**src/rtl/pipeline_run_ctl.sv**
```systemverilog
// Debug run/stop controller: debounced buttons drive a HALT/RUN/STEP/BURST FSM that gates the pipeline clock enable.
// Optional breakpoint slots and PC compare are built when PIPELINE_RUN_CTL_BP_EN is defined.
module prc_debounce #(
  parameter int DB_CYCLES = 16
) (
  input  logic i_clk,
  input  logic i_rst,
  input  logic i_btn,
  output logic o_press
);
  localparam int CNT_W = (DB_CYCLES > 2) ? $clog2(DB_CYCLES) : 1;

  logic [1:0]       sync;
  logic             filt;
  logic [CNT_W-1:0] cnt;

  // cnt tracks consecutive samples that disagree with the filtered level
  always_ff @(posedge i_clk or negedge i_rst) begin
    if (!i_rst) begin
      sync    <= '0;
      filt    <= 1'b0;
      cnt     <= '0;
      o_press <= 1'b0;
    end else begin
      sync    <= {sync[0], i_btn};
      o_press <= 1'b0;
      if (sync[1] == filt) begin
        cnt <= '0;
      end else if (cnt == CNT_W'(DB_CYCLES - 1)) begin
        cnt     <= '0;
        filt    <= sync[1];
        o_press <= sync[1];
      end else begin
        cnt <= cnt + CNT_W'(1);
      end
    end
  end
endmodule

module pipeline_run_ctl #(
  parameter  int XLEN      = 32,
  parameter  int NUM_BP    = 4,
  parameter  int STEP_W    = 8,
  parameter  int DB_CYCLES = 16,
  localparam int IDX_W     = (NUM_BP > 1) ? $clog2(NUM_BP) : 1
) (
  input  logic              i_clk,
  input  logic              i_rst,
  input  logic              i_btn_run,
  input  logic              i_btn_step,
  input  logic [1:0]        i_mode,
  input  logic [STEP_W-1:0] i_step_count,
  input  logic [XLEN-1:0]   i_pc_d,
  input  logic              i_bp_wr_en,
  input  logic [IDX_W-1:0]  i_bp_idx,
  input  logic [XLEN-1:0]   i_bp_addr,
  input  logic              i_bp_valid,
  output logic              o_clk_en,
  output logic              o_halted,
  output logic              o_bp_hit,
  output logic [IDX_W-1:0]  o_bp_hit_idx,
  output logic [31:0]       o_cycle_cnt
);
  typedef enum logic [1:0] {S_HALT, S_RUN, S_STEP, S_BURST} state_t;

  state_t            state, state_nx;
  logic [1:0]        press;
  logic              run_p, step_p, bp_stop, bp_match, leave_halt;
  logic [STEP_W-1:0] burst_cnt;

  prc_debounce #(.DB_CYCLES(DB_CYCLES)) u_db [1:0] (
    .i_clk   (i_clk),
    .i_rst   (i_rst),
    .i_btn   ({i_btn_step, i_btn_run}),
    .o_press (press)
  );
  assign run_p  = press[0];
  assign step_p = press[1];

  assign o_clk_en   = (state != S_HALT);
  assign o_halted   = (state == S_HALT);
  assign leave_halt = (state == S_HALT) && (state_nx != S_HALT);

  // run wins over a coincident step press, whatever the mode
  always_comb begin
    state_nx = state;
    bp_stop  = 1'b0;
    case (state)
      S_HALT: begin
        if (run_p && (i_mode == 2'b00 || i_mode == 2'b11 || step_p))
          state_nx = S_RUN;
        else if (step_p && i_mode == 2'b01)
          state_nx = S_STEP;
        else if (step_p && i_mode == 2'b10 && i_step_count != '0)
          state_nx = S_BURST;
      end
      S_RUN: begin
        if (run_p) begin
          state_nx = S_HALT;
        end else if (bp_match) begin
          state_nx = S_HALT;
          bp_stop  = 1'b1;
        end
      end
      S_STEP:  state_nx = S_HALT;
      S_BURST: if (run_p || burst_cnt == STEP_W'(1)) state_nx = S_HALT;
      default: state_nx = S_HALT;
    endcase
  end

  always_ff @(posedge i_clk or negedge i_rst) begin
    if (!i_rst) begin
      state       <= S_HALT;
      burst_cnt   <= '0;
      o_cycle_cnt <= '0;
    end else begin
      state       <= state_nx;
      o_cycle_cnt <= o_cycle_cnt + 32'(o_clk_en);
      if (state == S_HALT && state_nx == S_BURST)
        burst_cnt <= i_step_count;
      else if (state == S_BURST)
        burst_cnt <= (state_nx == S_HALT) ? '0 : burst_cnt - STEP_W'(1);
    end
  end

`ifdef PIPELINE_RUN_CTL_BP_EN
  logic [NUM_BP-1:0][XLEN-1:0] bp_addr;
  logic [NUM_BP-1:0]           bp_vld, hit_vec;
  logic [IDX_W-1:0]            hit_idx;
  logic [1:0]                  mode_q;
  logic                        first_q;

  for (genvar g = 0; g < NUM_BP; g++) begin : g_cmp
    assign hit_vec[g] = bp_vld[g] && (bp_addr[g] == i_pc_d);
  end

  always_comb begin
    hit_idx = '0;
    for (int i = NUM_BP - 1; i >= 0; i--)
      if (hit_vec[i]) hit_idx = IDX_W'(i);
  end

  // first_q masks the compare on the cycle that resumes from a breakpoint PC
  assign bp_match = (mode_q == 2'b11) && !first_q && (|hit_vec);

  always_ff @(posedge i_clk or negedge i_rst) begin
    if (!i_rst) begin
      bp_addr      <= '0;
      bp_vld       <= '0;
      mode_q       <= 2'b00;
      first_q      <= 1'b0;
      o_bp_hit     <= 1'b0;
      o_bp_hit_idx <= '0;
    end else begin
      first_q <= (state == S_HALT) && (state_nx == S_RUN);
      if (leave_halt) mode_q <= i_mode;
      if (i_bp_wr_en && 32'(i_bp_idx) < NUM_BP) begin
        bp_addr[i_bp_idx] <= i_bp_addr;
        bp_vld[i_bp_idx]  <= i_bp_valid;
      end
      if (leave_halt) begin
        o_bp_hit     <= 1'b0;
        o_bp_hit_idx <= '0;
      end else if (bp_stop) begin
        o_bp_hit     <= 1'b1;
        o_bp_hit_idx <= hit_idx;
      end
    end
  end
`else
  logic unused_bp;
  assign unused_bp    = ^{i_pc_d, i_bp_wr_en, i_bp_idx, i_bp_addr, i_bp_valid, bp_stop, leave_halt};
  assign bp_match     = 1'b0;
  assign o_bp_hit     = 1'b0;
  assign o_bp_hit_idx = '0;
`endif
endmodule

```
**config.mk**
```make
export PLATFORM = sky130hd
export DESIGN_NAME = pipeline_run_ctl
export DESIGN_NICKNAME = d
export VERILOG_FILES = /design/src/rtl/pipeline_run_ctl.sv
export SDC_FILE = /design/constraint.sdc
export NUM_CORES = 1
export LEC_CHECK = 0
export BUFFER_PORTS_ARGS = -buffer_cell sky130_fd_sc_hd__buf_2
export CAP_MARGIN = 40
export CORE_UTILIZATION = 49
export CTS_CLUSTER_SIZE = 10
export DETAILED_ROUTE_END_ITERATION = 7
export PLACE_DENSITY = 0.82
export SLEW_MARGIN = 20
export SYNTH_ARGS = -nofsm -noshare
export SYNTH_HDL_FRONTEND = slang
export SYNTH_SLANG_ARGS = --single-unit
```
**constraint.sdc**
```tcl
create_clock -name i_clk -period 5.05 [get_ports i_clk]
set_input_delay 0.2525 -clock i_clk [delete_from_list [all_inputs] [get_ports i_clk]]
set_output_delay 0.2525 -clock i_clk [all_outputs]
set_load 0.02 [all_outputs]
```
== After elaboration in Yosys (flattened, before gate mapping) ==
Cells that the tools add are included.

* Mux-type cells: 17
* Add/subtract/negate cells: 4
* Bitwise logic cells: 2
* Equal/unequal tests: 12
* Reduce and logical (&&, ||, !) cells: 16

{| class="wikitable"
|+ Operator list
! kind !! count
|-
| $add A32 B1 Y32 || 1
|-
| $mux W8 || 3
|-
| $mux W4 || 4
|-
| $eq A2 B2 Y1 const B || 5
|-
| $mux W2 || 5
|-
| $add A4 B1 Y4 const B || 2
|-
| $eq A4 B4 Y1 const B || 2
|-
| $eq A8 B1 Y1 const B || 1
|-
| $pmux W2 S4 || 1
|-
| $reduce_bool A8 Y1 || 1
|-
| $sub A8 B1 Y8 const B || 1
|-
| $logic_not A2 Y1 || 3
|-
| $logic_and A1 B1 Y1 || 5
|-
| $eq A2 B1 Y1 const B || 2
|-
| $mux W1 || 4
|-
| $reduce_and A2 Y1 || 2
|-
| $reduce_bool A2 Y1 || 2
|-
| $logic_or A1 B1 Y1 || 3
|-
| $eq A1 B1 Y1 || 2
|-
| $not A1 Y1 || 2
|}

* Output and inout port bits: 37
* Input port bits: 82
* Word-level logic and storage cells: 62
* Register bits after elaboration: 58

== Logic depth before layout (Yosys ltp) ==
* Depth in word-level cells: 11
* Gate-level depth with buffers: 9

== Modules after synthesis ==
A second synthesis with hierarchy kept.

* Cell total of the unflattened synthesis: 251
* Area, all modules: 2770.2 µm²

{| class="wikitable"
|+ Modules (own cells, without submodules)
! module !! area an instance (µm²) !! instances !! sequential area each (µm²) !! cells each
|-
| pipeline_run_ctl || 2164.6 || 1 || 1051.0 || 211
|-
| prc_debounce || 302.8 || 2 || 200.2 || 20
|}

== Worst setup path before layout ==
OpenSTA, ideal clock, no wires.

* Path type: reg-to-reg
* From: register state[0]
* To: register o_cycle_cnt[14]
* Library setup time: 0.130 ns
* Path slack: 2.932 ns
* Buffers on the path: 0
* Arrival: 1.988 ns
* Stages on the path, launching flop included: 9
* Path through: dfrtp_1 nor2_1 inv_1 ha_1 ha_1 nand4_1 nor2_1 nand4_1 xnor2_1

* Cells in the longest elaborated chain, start to end: 2

{| class="wikitable"
|+ Ends and longest elaborated chain
! element !! RTL line !! source
|-
| start: declaration || 66 || <nowiki>state_t state, state_nx;</nowiki>
|-
| start signal: assignment || 117 || <nowiki>state <= state_nx;</nowiki>
|-
| $reduce_bool A2 Y1 || 80 || <nowiki>assign o_clk_en = (state != S_HALT);</nowiki>
|-
| net o_clk_en || 58 || <nowiki>output logic o_clk_en,</nowiki>
|-
| $add A32 B1 Y32 || 118 || <nowiki>o_cycle_cnt <= o_cycle_cnt + 32'(o_clk_en);</nowiki>
|-
| end signal: assignment || 118 ||
|-
| end: declaration || 62 || <nowiki>output logic [31:0] o_cycle_cnt</nowiki>
|}

The timed path passes the listed nets, and every way through them passes these cells.
A chain may end at the register's enable or synchronous reset.

== Worst setup path in the final report ==
* From: register state[0]
* To: register burst_cnt[7]

* Cells in the longest elaborated chain, start to end: 8
* Elaborated cells between the ends (all ways): 17

{| class="wikitable"
|+ Ends and longest elaborated chain
! element !! RTL line !! source
|-
| $mux W2 || 94 || <nowiki>else if (step_p && i_mode == 2'b10 && i_step_count != '0)</nowiki>
|-
| $mux W2 || 92 || <nowiki>else if (step_p && i_mode == 2'b01)</nowiki>
|-
| $mux W2 || 90 || <nowiki>if (run_p && (i_mode == 2'b00 || i_mode == 2'b11 || step_p))</nowiki>
|-
| $pmux W2 S4 || 88 || <nowiki>case (state)</nowiki>
|-
| $logic_not A2 Y1 || 122 || <nowiki>burst_cnt <= (state_nx == S_HALT) ? '0 : burst_cnt - STEP_W'(1);</nowiki>
|-
| $mux W8 || 122 ||
|-
| $mux W8 || 121 || <nowiki>else if (state == S_BURST)</nowiki>
|-
| $mux W8 || 119 || <nowiki>if (state == S_HALT && state_nx == S_BURST)</nowiki>
|-
| end signal: assignment || 120 || <nowiki>burst_cnt <= i_step_count;</nowiki>
|-
| end signal: assignment || 122 ||
|-
| end: declaration || 69 || <nowiki>logic [STEP_W-1:0] burst_cnt;</nowiki>
|}

Parallel ways exist; a longest one is shown, timed or not. The select of a mux whose other input is x is not followed.

==> impl_results.md <==
* Pin count of the biggest net entering global routing at 59
* Crit path buf inv count at 0
* CTS clk-pin slew, worst paths at 0.07 ns
* Root buffer cell: clkbuf_8
* # rows at 26
* Ant. Diodes at 0
* Pwr dens at 292.4 nW/µm²
* Hold Violations, Final at 0
* CTS Buffer Depth at 2
* Die X at 77.16 µm
* DRC violations left at 0
* Final WS setup at 2.784 ns
* Post-synth EDFFs at 0
* Final setup viols at 0
* Ys Warns at 0
* Reg area at 1451 µm²
* CTS tree: yes
* Pins over their slew limit at 0
* Instance count on the critical path at 5
* Starting Density at 0.5252
* Vias per cell at 5.527
* Min-Delay Path Depth at 1
* Most common cell after layout, fill and taps aside: dfrtp_1
* CP Capture Type: flop
* Crit path time final at 2.266 ns
* Post-route insts no fill at 387
* Slowest cell on crit path: or4b_1
* Hold Buf Count CTS at 0
* Port bufs at 47
* DP HPWL at 3.769 mm
* Leak Pwr at 1.608 nW
* Synth Register Bits at 58
* Final Cycle Share at 0.4487
* Commonest cells after routing, fill and taps aside: dfrtp_1, buf_2, nand2_1
* Max-slew headroom at 0.5278
* Avg Inst Size Synth at 10.77 µm²
* Total grt overflow at 0
* RSZ-0062 raised after global routing: false
* Main flop type after synthesis: dfrtp_1
* Total Routing Usage GR at 0.1971
* CTS Buf Count at 9
* CP Max Fanout at 10
* Mapped Cells at 257
* Share of cells above drive strength 1 at 0.2303
* R2R depth at 5
* Status: complete, no violations
* Clk sinks at 58
* Final WL at 5.308 mm
* Routed length per instance at 13.72 µm
* WP data required at 5.27 ns
* Setup crit start kind: flop
* GP Congestion at 0.8427
* CTS H-tree depth at 3
* Die Y at 77.16 µm
* Fin Clk Skew at 0.01027 ns
* Via Count at 2,139
* Fmax at 441.4 MHz
* Post-synthesis async set-or-reset flop share at 1.000
* Die ar. at 5953 µm²
* Seq/Total Area, Yosys at 0.5244
* Number of global-route vias before repair at 1,983
* Pre-CTS setup slack at 2.666 ns
* Crit path kind: flop to flop
* Pre-Repair DR Iteration Count at 4
* Final ANT Viol Nets at 0
* Pwr Total at 0.9557 mW
* Initial antenna violation count at 0
* Post-Place Cells at 371
* Number of max-cap violations at 0
* Area of the core at 5270 µm²
* Final setup TNS at 0 ns
* Delay of the slowest critical-path stage at 0.52 ns
* Worst slew pin tran at 0.7082 ns
* Crit-path cells: or4b_1 -> a211oi_1 -> a311o_1 -> and2_4 -> mux2_4
* First-pass GRT wire length at 9.045 mm
* Nets at 403
* Post-CTS Setup Bufs at 0
* DRT iter0 DRCs at 186
* Post-CTS Resized at 0
* Synth cell types at 44
* FILL cells at 453
* Layout overhead on the synthesized area at 18.08%
* Top delay family on crit path: simple AND/OR/NAND/NOR gates
* Max VDD drop at 197.8 µV
* Hold Path Class: input port to flop
* CP arrival at 2.49 ns
* Area of the multi-input gates at 1230 µm²
* Mapped cell area at 2768 µm²
* Clk Latency, worst-skew pair at 0.33 ns
* IO Pins at 119
## final cells by class
type,instances,share of cell area
Inverter,12,0.01378
Timing Repair Buffer,49,0.07580
Multi-Input combinational cell,183,0.3763
Tap cell,70,0.02680
Sequential cell,58,0.4441
Clock inverter,6,0.02527
Clock buffer,9,0.03790
## synthesized netlist by cell type (3+ instances only)
cell | instances | area [µm²]
nand4_1 | 8 | 50.05
a211oi_1 | 3 | 22.52
nor3_1 | 4 | 20.02
nor4_1 | 5 | 31.28
nor3b_1 | 5 | 37.54
and3_1 | 4 | 25.02
xnor2_1 | 25 | 219.0
ha_1 | 8 | 100.1
nand2_1 | 28 | 105.1
nor2_1 | 17 | 63.81
xor2_1 | 10 | 87.58
buf_4 | 3 | 22.52
o21ai_0 | 9 | 45.04
inv_1 | 12 | 45.04
a21oi_1 | 6 | 30.03
nand3_1 | 16 | 80.08
dfrtp_1 | 58 | 1451
## worst reg2reg max path: stages, from the launching register on
cell and delay (ns):
dfrtp_1 0.41, or4b_1 0.52, a211oi_1 0.25, a311o_1 0.39, and2_4 0.28, mux2_4 0.30
## final timing paths
check | from | endpoint | slack (ns)
setup / recovery | state[0] | burst_cnt[7] | 2.78
hold / removal | i_btn_step | u_db[1].sync[0] | 0.03
setup reg to reg | state[0] | burst_cnt[7] | 2.78
hold reg to reg | u_db[0].sync[0] | u_db[0].sync[1] | 0.35
max in group asynchronous | i_rst | u_db[0].o_press | 4.52
min in group asynchronous | i_rst | burst_cnt[5] | 0.04
## metal layers
layer | global-route usage | up-vias | part of all wire
met3 | 0.04524 | 14 | 0.058
met5 | 0 | - | 0
met4 | 0.1189 | 0 | 0.028
li1 | - | 1020 | -
met1 | 0.2527 | 1035 | 0.45
met2 | 0.3027 | 70 | 0.46
## sequential cells by signal, summed over array words and instances (netlist names)
name	flops
u_db.filt	2
u_db.sync	4
burst_cnt	8
u_db.cnt	8
u_db.o_press	2
state	2
o_cycle_cnt	32
## per-stage QoR
step | hold WS, ns | util | cell area (µm²)
final | 0.02869 | 0.6201 | 3268
after global routing | 0.01350 | 0.6201 | 3268
after CTS | 0.01451 | 0.6192 | 3263
after detailed placement | 0.3386 | 0.5800 | 3057
after global placement | 0.3316 | 0.5800 | 3057
after floorplan | -0.04309 | - | 2775
## kinds of logic (layout without fill, tap and decap cells)
family	Yosys count	in the layout	synth area share
AOI/OAI and AO/OA	33	33	0.08092
xor gates and xnor gates	35	35	0.1108
adders and majority gates	8	8	0.03617
buffers and inverters	18	76	0.03390
DFF	58	58	0.5244
muxes	3	3	0.01356
other	1	3	0.001355
and+or+nand+nor	101	101	0.1989
## report_power, final
part	switching, mW	internal (mW)	total [mW]
Clock	0.178	0.272	0.450
Combinational	0.0195	0.0108	0.0304
Sequential	0.00507	0.471	0.476
Note: power is estimated with default switching activity, not from simulation.
